--- config.mk ---
export PLATFORM = sky130hd
export DESIGN_NAME = seq_canon_ctrl
export DESIGN_NICKNAME = d
export VERILOG_FILES = /design/src/rtl/seq_pkg.sv /design/src/rtl/seq_voice.sv /design/src/rtl/seq_canon_ctrl.sv
export SDC_FILE = /design/constraint.sdc
export NUM_CORES = 1
export LEC_CHECK = 0
export CORE_MARGIN = 2
export CORE_UTILIZATION = 35
export CTS_CLUSTER_DIAMETER = 40
export DETAILED_ROUTE_END_ITERATION = 7
export DONT_BUFFER_PORTS = 1
export PLACE_DENSITY = 0.59
export SYNTH_ARGS = -nofsm -noshare
export SYNTH_HDL_FRONTEND = slang
export SYNTH_SLANG_ARGS = --single-unit
--- constraint.sdc ---
create_clock -name clk -period 1.9 [get_ports clk]
set_input_delay 0.19 -clock clk [delete_from_list [all_inputs] [get_ports clk]]
set_output_delay 0.19 -clock clk [all_outputs]
set_load 0.05 [all_outputs]
--- src/rtl/seq_pkg.sv ---
// Shared definitions for the two-voice canon sequencer: note codes, song ROM
// field layout and the per-voice state enum.
package seq_pkg;

    localparam int ADDR_W   = 6;
    localparam int DATA_W   = 8;
    localparam int NOTE_W   = 4;
    localparam int DUR_W    = 4;
    localparam int NOTE_LSB = 4;
    localparam int DUR_LSB  = 0;

    localparam logic [NOTE_W-1:0] NOTE_REST = 4'd0;
    localparam logic [NOTE_W-1:0] DO_4      = 4'd1;
    localparam logic [NOTE_W-1:0] RE_4      = 4'd2;
    localparam logic [NOTE_W-1:0] MI_4      = 4'd3;
    localparam logic [NOTE_W-1:0] FA_4      = 4'd4;
    localparam logic [NOTE_W-1:0] SO_4      = 4'd5;
    localparam logic [NOTE_W-1:0] LA_4      = 4'd6;
    localparam logic [NOTE_W-1:0] TI_4      = 4'd7;
    localparam logic [NOTE_W-1:0] DO_5      = 4'd8;

    typedef enum logic [2:0] {IDLE, WAIT, FETCH, PLAY, DONE} voice_state_t;

    function automatic logic [NOTE_W-1:0] rom_note(input logic [DATA_W-1:0] d);
        return d[NOTE_LSB +: NOTE_W];
    endfunction

    function automatic logic [DUR_W-1:0] rom_dur(input logic [DATA_W-1:0] d);
        return d[DUR_LSB +: DUR_W];
    endfunction

endpackage

--- src/rtl/seq_voice.sv ---
// One sequencer voice: lag wait, ROM fetch handshake, note hold and duration
// countdown. The gap input shortens the tone enable on a note's final beat.
module seq_voice
    import seq_pkg::*;
#(
    parameter int LAG = 0
) (
    input  logic              clk,
    input  logic              rstn,
    input  logic              go,
    input  logic              clr,
    input  logic              beat,
    input  logic              gap,
    input  logic              loop_en,
    input  logic              gnt,
    input  logic [DATA_W-1:0] rom_data,
    output logic              req,
    output logic [ADDR_W-1:0] addr,
    output logic [NOTE_W-1:0] note,
    output logic              en,
    output logic              done
);

    voice_state_t      state_reg, state_next;
    logic [ADDR_W-1:0] ptr_reg, ptr_next;
    logic [DUR_W-1:0]  rem_reg, rem_next;
    logic [5:0]        wait_reg, wait_next;
    logic              pend_reg, pend_next;
    logic [NOTE_W-1:0] note_reg, note_next;
    logic              en_reg, en_next;
    logic [NOTE_W-1:0] rd_note;
    logic [DUR_W-1:0]  rd_dur;
    logic              relaunch;

    assign rd_note = rom_note(rom_data);
    assign rd_dur  = rom_dur(rom_data);

    // A looping end marker requests address 0 in its own capture cycle.
    assign relaunch = (state_reg == FETCH) && pend_reg && (rd_dur == '0) && loop_en;
    assign req      = ((state_reg == FETCH) && !pend_reg) || relaunch;
    assign addr     = relaunch ? '0 : ptr_reg;
    assign note     = note_reg;
    assign en       = en_reg && !(gap && (state_reg == PLAY) && (rem_reg == DUR_W'(1)));
    assign done     = (state_reg == DONE);

    always_ff @(posedge clk or negedge rstn) begin
        if (!rstn) begin
            state_reg <= IDLE;
            ptr_reg   <= '0;
            rem_reg   <= '0;
            wait_reg  <= '0;
            pend_reg  <= 1'b0;
            note_reg  <= NOTE_REST;
            en_reg    <= 1'b0;
        end else begin
            state_reg <= state_next;
            ptr_reg   <= ptr_next;
            rem_reg   <= rem_next;
            wait_reg  <= wait_next;
            pend_reg  <= pend_next;
            note_reg  <= note_next;
            en_reg    <= en_next;
        end
    end

    always_comb begin
        state_next = state_reg;
        ptr_next   = ptr_reg;
        rem_next   = rem_reg;
        wait_next  = wait_reg;
        pend_next  = pend_reg;
        note_next  = note_reg;
        en_next    = en_reg;
        if (clr) begin
            state_next = IDLE;
            ptr_next   = '0;
            rem_next   = '0;
            wait_next  = '0;
            pend_next  = 1'b0;
            note_next  = NOTE_REST;
            en_next    = 1'b0;
        end else begin
            case (state_reg)
                IDLE: if (go) begin
                    ptr_next   = '0;
                    state_next = (LAG == 0) ? FETCH : WAIT;
                end
                WAIT: if (beat) begin
                    if (wait_reg == 6'(LAG - 1)) begin
                        wait_next  = '0;
                        state_next = FETCH;
                    end else begin
                        wait_next = wait_reg + 6'd1;
                    end
                end
                FETCH: begin
                    if (pend_reg) begin
                        if (rd_dur == '0) begin
                            if (loop_en) begin
                                // Lost arbitration on relaunch: retry as a normal request.
                                ptr_next  = '0;
                                pend_next = gnt;
                            end else begin
                                pend_next  = 1'b0;
                                state_next = DONE;
                                note_next  = NOTE_REST;
                                en_next    = 1'b0;
                            end
                        end else begin
                            pend_next  = 1'b0;
                            note_next  = rd_note;
                            en_next    = (rd_note != NOTE_REST);
                            rem_next   = rd_dur;
                            state_next = PLAY;
                        end
                    end else if (gnt) begin
                        pend_next = 1'b1;
                    end
                end
                PLAY: if (beat) begin
                    if (rem_reg == DUR_W'(1)) begin
                        rem_next   = '0;
                        ptr_next   = ptr_reg + ADDR_W'(1);
                        state_next = FETCH;
                    end else begin
                        rem_next = rem_reg - DUR_W'(1);
                    end
                end
                DONE: ;
                default: state_next = IDLE;
            endcase
        end
    end

endmodule

--- src/rtl/seq_canon_ctrl.sv ---
// Two-voice canon player: beat divider, fixed-priority song ROM arbiter and two
// seq_voice instances. Define SEQ_GAP_EN for an articulation gap at note ends.
module seq_canon_ctrl
    import seq_pkg::*;
#(
    parameter int TICK_DIV = 6000000,
    parameter int LAG      = 8
) (
    input  logic              clk,
    input  logic              rstn,
    input  logic              start,
    input  logic              stop,
    input  logic              loop_en,
    output logic [ADDR_W-1:0] rom_addr,
    input  logic [DATA_W-1:0] rom_data,
    output logic [NOTE_W-1:0] note0,
    output logic [NOTE_W-1:0] note1,
    output logic              en0,
    output logic              en1,
    output logic              beat,
    output logic              busy
);

    localparam int TW = $clog2(TICK_DIV);

    logic [TW-1:0]     tick_reg, tick_next;
    logic              busy_reg, busy_next;
    logic              go, tick_last, gap, all_done, clr;
    logic [1:0]        req, gnt, done, en_v;
    logic [ADDR_W-1:0] addr_v [2];
    logic [NOTE_W-1:0] note_v [2];

    assign go        = start && !stop && !busy_reg;
    assign tick_last = (tick_reg == TW'(TICK_DIV - 1));
    assign all_done  = &done;
    assign clr       = stop || all_done;
    assign beat      = busy_reg && tick_last;
    assign busy      = busy_reg;

`ifdef SEQ_GAP_EN
    assign gap = busy_reg && (tick_reg >= TW'(TICK_DIV - TICK_DIV / 8));
`else
    assign gap = 1'b0;
`endif

    // Voice 0 always wins; voice 1 slips in while voice 0 captures its data.
    assign gnt[0]   = req[0];
    assign gnt[1]   = req[1] && !req[0];
    assign rom_addr = req[0] ? addr_v[0] : (req[1] ? addr_v[1] : '0);

    always_ff @(posedge clk or negedge rstn) begin
        if (!rstn) begin
            tick_reg <= '0;
            busy_reg <= 1'b0;
        end else begin
            tick_reg <= tick_next;
            busy_reg <= busy_next;
        end
    end

    always_comb begin
        tick_next = tick_reg + TW'(1);
        busy_next = busy_reg;
        if (stop || go || !busy_reg || all_done || tick_last) begin
            tick_next = '0;
        end
        if (stop || all_done) begin
            busy_next = 1'b0;
        end else if (go) begin
            busy_next = 1'b1;
        end
    end

    generate
        for (genvar gi = 0; gi < 2; gi++) begin : g_voice
            seq_voice #(
                .LAG ((gi == 0) ? 0 : LAG)
            ) u_voice (
                .clk      (clk),
                .rstn     (rstn),
                .go       (go),
                .clr      (clr),
                .beat     (beat),
                .gap      (gap),
                .loop_en  (loop_en),
                .gnt      (gnt[gi]),
                .rom_data (rom_data),
                .req      (req[gi]),
                .addr     (addr_v[gi]),
                .note     (note_v[gi]),
                .en       (en_v[gi]),
                .done     (done[gi])
            );
        end
    endgenerate

    assign note0 = note_v[0];
    assign note1 = note_v[1];
    assign en0   = en_v[0];
    assign en1   = en_v[1];

endmodule
==> impl_metrics.toml <==
[synthesis]
synth_flop_cell = "dfrtp_1"
synth-simple-area-share_pct = 27.8
syn_area_um2 = 4360
yosysTopAreaCell = "dfrtp_1"
ys_types = 59
ys_async_sr_fraction_pct = 100
ys_ff_latch = 74
synthXorXnorAreaFrac_pct = 4.62
yosysSeqAreaShare_pct = 42.5
synth.top_cell.area_share_pct = 42.5
yosys-mux-area-fraction_pct = 1.84
synth_edf_count = 0
netlist_instances = 496
synth_compound_area_share_pct = 17.0
syn-num-nets = 518
synth_top_family_by_area = "simple AND/OR/NAND/NOR gates"
synthAdderAreaFrac_pct = 2.58
yosys-top-cells-area = "dfrtp_1 (42%), nor2_1 (4.6%), nand3_1 (4.0%)"
yosys_warnings = 0
avgSynthCellArea_um2 = 8.79

[critical_path]
required_ns = 2.17
r2r_slack_ns = -0.17
r2r_end = "g_voice[0].u_voice.wait_reg[5]"
start_kind = "flop"
r2r_start = "tick_reg[12]"
path_max_fanout = 8
crit_path_start = "tick_reg[12]"
crit_chain = "nor4bb_4, and4_1, buf_6, buf_6, buf_6, nand3_4, or4_4, a21oi_2"
crit_type = "flop to flop"
r2r_cells = 8
cp_common_cell = "buf_6"
arrival_ns = 2.34
critPathMaxStageDelay_ns = 0.44
end_kind = "flop"
cp_slowest_cell = "or4_4"

[layout]
layout.nets = 626
diodes = 0
seq_area_um2 = 1860
finalNonFillerCells = 776
multi_input_area_um2 = 2880
largest_reg_flops = 23
fillCellCount = 1081
area_growth_pct = 48.9
layout-drive-gt1-share_pct = 34.9

[route]
wl_per_cell_um = 16.9
vias = 4265
drt-total-wl_um = 13100
first_iter_violations = 191
final_antenna_net_count = 0
drc = 0
first_pass_iters = 4
vias_per_cell = 5.50

[clock_network]
cts_hold_repair.buffers = 4
cts-root-buf = "clkbuf_16"
numCtsBuffers = 9
cts.path.max_buffers = 2
clk_transition_reported_paths_ns = 0.06
clock_latency_ns = 0.34
cts-htree-levels = 3
cts_num_sinks = 74
cts_tree = "yes"

[run_status]
violations = "hold timing, setup timing"
status = "finished, violations left"

[place]
post-place-cells = 729
port_buffers = 0
gp_congestion = 0.897
dp_hpwl_um = 8360

[die]
io_pins = 31
rows = 40
die-width_um = 116
die_h_um = 116
die_area_um2 = 13400
core_um2 = 12100
start_util_pct = 36.0

[timing]
whs_ns = -0.463
rsz0062_at_grt = "true"
fin_ws_ns = -0.170
setup_tns_ns = -2.03
min_period_ns = 2.07
relSlewSlack_pct = 61.4
setup_viol = 33
finalCritPeriodShare_pct = 109
max_freq_mhz = 483
clock_skew_ns = 0.0110
tightest_slew_ns = 0.578
hold_violations = 74
slew_viol_final = 0

[power]
sequentialPowerShare_pct = 39.5
comb_power_share_pct = 21.9
swShare_pct = 28.8
p_clk_share_pct = 38.6
p_per_area_nw_per_um2 = 689
p_int_uw = 3180
ir_drop_mv = 0.565
net-switching-power_uw = 1290
power_leakage_uw = 0.00280

[global_route]
grt_overflow = 0
grt_pass1_vias = 4315
grt.total_usage_pct = 19.8
grt_antenna_before_repair = 0
grt_pass1_wl_um = 21100
grt_start_max_net_pins = 75

[flow_run]
maxCapViolations = 0

[hold_path]
hold_path_class = "primary input to async pin"
power by group through the flow:
stage          Clock [µW]  Combinational [µW]  Sequential [µW]
3_3_place_gp            0                 733             1800
6_report             1730                 979             1770
5_1_grt              1840                1060             1780
4_1_cts              1780                 894             1760
3_5_place_dp            0                 748             1800
2_1_floorplan           0                 504             1740
stage by stage:
step / power, µW / setup WS [ns] / util (%) / area [µm²] / hold slack [ns]
floorplan: 2240 / -0.113 / - / 4440 / -0.106
global placement: 2530 / -0.173 / 43.7 / 5300 / -0.102
detailed placement: 2550 / -0.268 / 43.7 / 5300 / -0.103
CTS: 4430 / -0.172 / 50.6 / 6130 / -0.475
global route: 4670 / -0.245 / 53.6 / 6490 / -0.477
finish: 4470 / -0.170 / 53.6 / 6490 / -0.463
kinds of logic (layout without fill, tap and decap cells):
kind of cell | count (synthesis) | count (layout)
XOR/XNOR | 23 | 23
flip-flops | 74 | 74
multiplexers | 8 | 8
AO/OA/AOI/OAI | 108 | 108
adder cells (fa/ha/maj) | 9 | 9
AND/OR/NAND/NOR | 233 | 233
buffers and inverters | 41 | 153
cells in the mapped netlist (all sizes together) (2+ instances only):
cell type  instances
a21o               5
xnor2             11
nor3              16
or3               10
dfrtp             74
and4               2
nor4              12
clkbuf            21
a21oi             29
o2bb2ai            2
or2                3
xor2              12
o221ai             2
a22o               7
nand3b             2
o31ai              6
o22a               3
nor4b              5
buf                6
nor2b              3
and3              12
nand2             43
o21a               3
nor2              53
nand2b            10
ha                 9
and2               3
a2111oi            2
inv               14
a31oi             13
nand3             35
a211o              4
o211ai             5
mux2i              8
a41oi              3
nor3b              5
o21ai             13
or4                4
nor4bb             3
nand4              9
final cells by class:
cell class / count / share of cell area, %
well taps: 168 / 3.24
repair buffers: 124 / 18.4
inverters: 14 / 0.867
clock inverters: 2 / 0.578
clock buffers: 13 / 4.01
multi-input cells: 381 / 44.3
flip-flops and latches: 74 / 28.6
per-layer routing:
metal	vias up	routed length (µm)	track usage, %
met4	0	195	7.54
met3	18	513	4.60
li1	2033	-	-
met1	2123	5500	24.9
met2	91	6940	33.4
met5	-	0	0
worst max-delay path by stage:
stage,slack [ns],cells after the start,endpoint
floorplan,-0.11,7,g_voice[1].u_voice.ptr_reg[4]
global placement,-0.17,7,g_voice[1].u_voice.ptr_reg[0]
detailed placement,-0.27,6,g_voice[1].u_voice.wait_reg[3]
global route,-0.24,8,g_voice[0].u_voice.wait_reg[5]
finish,-0.17,8,g_voice[0].u_voice.wait_reg[5]
CTS,-0.17,7,beat
timing repair:
item	in CTS	in global routing
endpoints found under the hold margin	82	74
pin swaps	25	22
endpoints found under the setup margin	38	72
gates cloned	2	1
gates resized for setup	57	65
setup buffers	22	8
critical path: cells and delay by family (launching register included):
kind / cells / cell delay [ns]
compound gates: 1 / 0.13
buf+inv: 3 / 0.36
simple gates: 4 / 1.11
flops: 1 / 0.41
cell usage in the layout (no fill, tap or decap), drive strengths merged, types with 4 or more instances in the layout:
cell,instances
buf,119
a211o,4
a22o,7
nand4,9
nand2,43
nor2,53
o21ai,13
dfrtp,74
nor3b,5
nor4b,5
a31oi,13
o211ai,5
nand3,35
ha,9
xor2,12
and3,12
nor4,12
nand2b,10
inv,13
or4,4
or3,10
xnor2,11
a21o,5
clkbuf,14
mux2i,8
dlygate4sd3,4
a21oi,29
o31ai,6
nor3,16
(Power assumes the default switching activity.)
